==> config.mk <==
export PLATFORM = sky130hd
export DESIGN_NAME = led_fade_driver
export DESIGN_NICKNAME = d
export VERILOG_FILES = /design/src/rtl/led_fade_pkg.sv /design/src/rtl/led_fade_channel.sv /design/src/rtl/led_fade_driver.sv
export SDC_FILE = /design/constraint.sdc
export NUM_CORES = 1
export LEC_CHECK = 0
export CAP_MARGIN = 10
export CORE_ASPECT_RATIO = 0.8
export CORE_MARGIN = 2
export CORE_UTILIZATION = 60
export DETAILED_ROUTE_END_ITERATION = 8
export PLACE_DENSITY = 0.81
export SYNTH_ARGS = -nofsm -noshare
export SYNTH_HDL_FRONTEND = slang
export SYNTH_SLANG_ARGS = --single-unit
export TNS_END_PERCENT = 5
==> constraint.sdc <==
create_clock -name Clock -period 3.5 [get_ports Clock]
set_clock_uncertainty 0.2 [all_clocks]
set_input_delay 0.525 -clock Clock [delete_from_list [all_inputs] [get_ports Clock]]
set_output_delay 0.525 -clock Clock [all_outputs]
set_load 0.005 [all_outputs]
==> src/rtl/led_fade_pkg.sv <==
// led_fade_pkg: shared channel state encoding and brightness helpers for led_fade_driver
package led_fade_pkg;
  typedef enum logic [1:0] {OFF, RAMP_UP, ON, RAMP_DOWN} ch_state_e;
  function automatic int pwm_max(input int bits);
    return (1 << bits) - 1;
  endfunction
endpackage

==> src/rtl/led_fade_channel.sv <==
// led_fade_channel: one LED's fade FSM, brightness level and PWM compare
// Define LED_FADE_GAMMA_EN for the square-law duty curve (adds one pipeline stage).
module led_fade_channel
  import led_fade_pkg::*;
#(
  parameter int PWM_BITS = 8
) (
  input  logic                Clock,
  input  logic                Reset,
  input  logic                target,
  input  logic                tick,
  input  logic [PWM_BITS-1:0] pwm_cnt,
  output logic                led,
  output logic                ramping
);
  localparam logic [PWM_BITS-1:0] MAX = PWM_BITS'(pwm_max(PWM_BITS));
  ch_state_e state_q, state_d;
  logic [PWM_BITS-1:0] level_q, level_d;
  logic led_q, led_d;
  // A tick always steps in the direction of the current state; a target flip only redirects the next tick.
  always_comb begin
    level_d = level_q;
    state_d = state_q;
    case (state_q)
      OFF: state_d = target ? RAMP_UP : OFF;
      RAMP_UP: begin
        level_d = (tick && level_q != MAX) ? level_q + 1'b1 : level_q;
        state_d = !target ? RAMP_DOWN : (level_d == MAX ? ON : RAMP_UP);
      end
      ON: state_d = target ? ON : RAMP_DOWN;
      default: begin
        level_d = (tick && level_q != '0) ? level_q - 1'b1 : level_q;
        state_d = target ? RAMP_UP : (level_d == '0 ? OFF : RAMP_DOWN);
      end
    endcase
  end
`ifdef LED_FADE_GAMMA_EN
  logic [2*PWM_BITS-1:0] sq;
  logic [PWM_BITS-1:0] duty_q, duty_d;
  logic full_q, full_d;
  always_comb begin
    sq = {{PWM_BITS{1'b0}}, level_q} * {{PWM_BITS{1'b0}}, level_q};
    duty_d = sq[2*PWM_BITS-1:PWM_BITS];
    full_d = level_q == MAX;
    led_d = full_q || pwm_cnt < duty_q;
  end
  always_ff @(posedge Clock) begin
    if (Reset) begin
      duty_q <= '0;
      full_q <= 1'b0;
    end else begin
      duty_q <= duty_d;
      full_q <= full_d;
    end
  end
`else
  always_comb led_d = level_q == MAX || pwm_cnt < level_q;
`endif
  always_ff @(posedge Clock) begin
    if (Reset) begin
      state_q <= OFF;
      level_q <= '0;
      led_q <= 1'b0;
    end else begin
      state_q <= state_d;
      level_q <= level_d;
      led_q <= led_d;
    end
  end
  assign led = led_q;
  assign ramping = state_q == RAMP_UP || state_q == RAMP_DOWN;
endmodule

==> src/rtl/led_fade_driver.sv <==
// led_fade_driver: captures LED targets from the SoC data word and fades each LED via PWM
// Define LED_FADE_GAMMA_EN for square-law brightness (oLed latency becomes 2 cycles).
module led_fade_driver
  import led_fade_pkg::*;
#(
  parameter int LED_COUNT  = 4,
  parameter int DATA_WIDTH = 32,
  parameter int FIELD_LSB  = 17,
  parameter int PWM_BITS   = 8,
  parameter int FADE_DIV   = 1024
) (
  input  logic                  Clock,
  input  logic                  Reset,
  input  logic [DATA_WIDTH-1:0] iData,
  input  logic                  iValid,
  output logic [LED_COUNT-1:0]  oLed,
  output logic                  oBusy
);
  localparam int PW = FADE_DIV > 1 ? $clog2(FADE_DIV) : 1;
  logic [LED_COUNT-1:0] target_q, target_d, ramping;
  logic [PW-1:0] presc_q, presc_d;
  logic [PWM_BITS-1:0] pwm_q, pwm_d;
  logic busy_q, busy_d, tick;
  logic unused_data;
  assign unused_data = ^iData;
  always_comb begin
    tick = presc_q == PW'(FADE_DIV - 1);
    presc_d = tick ? '0 : presc_q + 1'b1;
    pwm_d = pwm_q + 1'b1;
    target_d = iValid ? iData[FIELD_LSB +: LED_COUNT] : target_q;
    busy_d = |ramping;
  end
  always_ff @(posedge Clock) begin
    if (Reset) begin
      target_q <= '0;
      presc_q <= '0;
      pwm_q <= '0;
      busy_q <= 1'b0;
    end else begin
      target_q <= target_d;
      presc_q <= presc_d;
      pwm_q <= pwm_d;
      busy_q <= busy_d;
    end
  end
  for (genvar i = 0; i < LED_COUNT; i++) begin : g_ch
    led_fade_channel #(.PWM_BITS(PWM_BITS)) u_ch (
      .Clock(Clock), .Reset(Reset), .target(target_q[i]), .tick(tick),
      .pwm_cnt(pwm_q), .led(oLed[i]), .ramping(ramping[i])
    );
  end
  assign oBusy = busy_q;
endmodule

==> impl_metrics.json <==
{
  "post_cts_resized": 0,
  "cts_hold_buffers": 0,
  "grt_first_pass_wirelength_um": 23200,
  "final_util_pct": 66.2,
  "avgViaCountPerCell": 6.64,
  "antenna_left": 0,
  "r2r_cells": 8,
  "die-area_mm2": 0.00968,
  "antenna_found_initial": 0,
  "min_to": "presc_q[9]",
  "final_cell_mix": "nor2_1, dfxtp_1, nand2_1",
  "gp_congestion": 0.961,
  "drive_above_1_share_pct": 5.87,
  "yosysUniqueCellTypes": 77,
  "grt_pass1_vias": 4795,
  "critPathKind": "flop to flop",
  "syn_avg_cell_area_um2": 7.69,
  "fmax_mhz": 331,
  "initial_core_util_pct": 62.4,
  "rrSetupSlack_ns": 0.48,
  "rsz0062_at_grt": "no",
  "min_from": "presc_q[9]",
  "root_buffer": "clkbuf_8",
  "core_mm2": 0.00856,
  "port_buffers": 11,
  "worstPathCellList": "ha_1, nand3_1, or3_4, nor2_2, a41oi_1, nor4_1, a2111oi_1, a31o_1",
  "critPathRequiredTime_ns": 3.56,
  "cts-htree-levels": 3,
  "die_y_um": 88.4,
  "hp-class": "flop to flop",
  "run_status": "finished clean",
  "cts.clk_slew.worst_paths_ns": 0.08,
  "relSlewSlack_pct": 60.3,
  "crit_family": "simple AND/OR/NAND/NOR gates",
  "ys_seq_area_share_pct": 25.1,
  "num_vias": 5270,
  "cts_sinks": 67,
  "critPathBufInv": 0,
  "num_antenna_cells": 0,
  "clk-insertion-delay-late_ns": 0.36,
  "ir_drop_mv": 0.383,
  "fin_cells": 794,
  "cts_tree": "done",
  "min_path_cells": 2,
  "dp_hpwl_um": 9770,
  "rows": 30,
  "ys_seq_elements": 67,
  "hold_viol_final": 0,
  "mostFrequentLayoutCell": "nor2_1",
  "fin_setup_tns_ns": 0,
  "fin_crit_sh_pct": 86.4,
  "wire_per_inst_um": 17.5,
  "p_per_area_mw_per_mm2": 362,
  "dr.pass1.iters": 5,
  "yosysWarnings": 0,
  "syn_area_mm2": 0.00534,
  "finalSetupViolations": 0,
  "worstPathMaxFanout": 20,
  "synthArstFlopShare_pct": 0,
  "finalCriticalPeriod_ns": 3.02,
  "slew_viol_final": 0,
  "drtIter0Drc": 496,
  "slowest_stage": "or3_4",
  "cp-start-kind": "flop",
  "synthFlopType": "dfxtp_1",
  "postRouteWirelength_um": 13900,
  "fp.dieW_um": 109,
  "worst_slew_pin_slew_ns": 0.590,
  "io_pins": 40,
  "syn_inst": 695,
  "worstSetupEndpointType": "flop",
  "grt-ovfl-total": 0,
  "dp_cells": 778,
  "p_leak_nw": 2.04,
  "startpoint": "presc_q[0]",
  "drc": 0,
  "clk_path_buf_depth": 2,
  "track_usage_pct": 30.2,
  "arrival_ns": 3.08,
  "slowest_delay_ns": 0.59,
  "synth_edf_count": 0,
  "grt_max_degree": 45,
  "fin_nets": 750,
  "synth_nets": 768,
  "timing.rr.start": "presc_q[0]",
  "cts_setup_buffers": 0,
  "numCtsBuffers": 9,
  "drv_cap": 0,
  "r2r-end": "g_ch[2].u_ch.state_q[0]",
  "area_growth_pct": 6.14
}
-- cells in the mapped netlist, types with 15 or more instances --
cell type   n  share of area [%]
nor2_1     68                4.8
nand3_1    33                3.1
ha_1       38                8.9
a21oi_1    32                3.0
nor3_1     26                2.4
nor4_1     19                2.2
dfxtp_1    67                 25
o21ai_0    37                3.5
nand2_1    47                3.3
inv_1      38                2.7
nand4_1    15                1.8
xnor2_1    35                5.7
clkbuf_1   32                2.2
-- metrics by stage --
step,hold slack (ns),area [um2],power (mW),setup slack [ns]
finish,0.281,5670,2.05,0.477
detailed placement,0.268,5440,1.29,0.525
floorplan,0.232,5340,1.18,0.866
global route,0.293,5670,2.14,0.131
CTS,0.277,5670,2.05,0.507
global placement,0.242,5440,1.27,0.626
-- sequential cells by signal (all words and copies together), names as in the netlist --
signal and flops:
pwm_q 8, presc_q 10, oBusy 1, g_ch.u_ch.level_q 32, g_ch.u_ch.state_q 8, g_ch.u_ch.led 4, target_q 4
-- worst max-delay path by stage --
| stage | end | slack (ns) | depth (start not counted) |
|---|---|---|---|
| 2_1_floorplan | g_ch[2].u_ch.state_q[0] | 0.87 | 10 |
| 3_3_place_gp | g_ch[2].u_ch.state_q[0] | 0.63 | 8 |
| 3_5_place_dp | g_ch[2].u_ch.state_q[0] | 0.53 | 8 |
| 4_1_cts | g_ch[2].u_ch.state_q[0] | 0.51 | 8 |
| 5_1_grt | g_ch[2].u_ch.state_q[0] | 0.13 | 9 |
| 6_report | g_ch[2].u_ch.state_q[0] | 0.48 | 8 |
-- tightest hold or removal path: stages, from the launching register on --
cell	delay (ns)
dfxtp_1	0.33
nand2_1	0.06
a21oi_1	0.05
-- per-layer routing --
| layer | vias to the layer above | routed length (um) | track usage [%] |
|---|---|---|---|
| li1 | 2514 | - | - |
| met5 | - | 0 | 0 |
| met2 | 258 | 6240 | 46.4 |
| met3 | 38 | 1320 | 8.03 |
| met1 | 2460 | 6100 | 41.0 |
| met4 | 0 | 253 | 10.9 |
-- kinds of logic (layout without fill, tap and decap cells) --
| family | count (synthesis) | after routing | share of synthesized area (%) |
|---|---|---|---|
| AOI/OAI and AO/OA | 156 | 156 | 20.0 |
| xor gates and xnor gates | 43 | 43 | 7.05 |
| adders and majority gates | 38 | 38 | 8.90 |
| buffers and inverters | 86 | 73 | 6.70 |
| DFF | 67 | 67 | 25.1 |
| muxes | 15 | 15 | 2.88 |
| and+or+nand+nor | 290 | 290 | 29.4 |
-- report_power, final --
group,internal (mW),switching (mW)
registers,0.810,0.121
logic,0.166,0.185
clock network,0.428,0.342
-- area by class of cell --
type | count | area [um2]
repair buffers | 17 | 163
clock inverters | 6 | 95.1
multi-input cells | 542 | 3640
fillers | 729 | 2890
well taps | 112 | 140
clock buffers | 10 | 138
inverters | 40 | 150
flip-flops and latches | 67 | 1340
No activity file was read; power rests on OpenSTA's default activity.
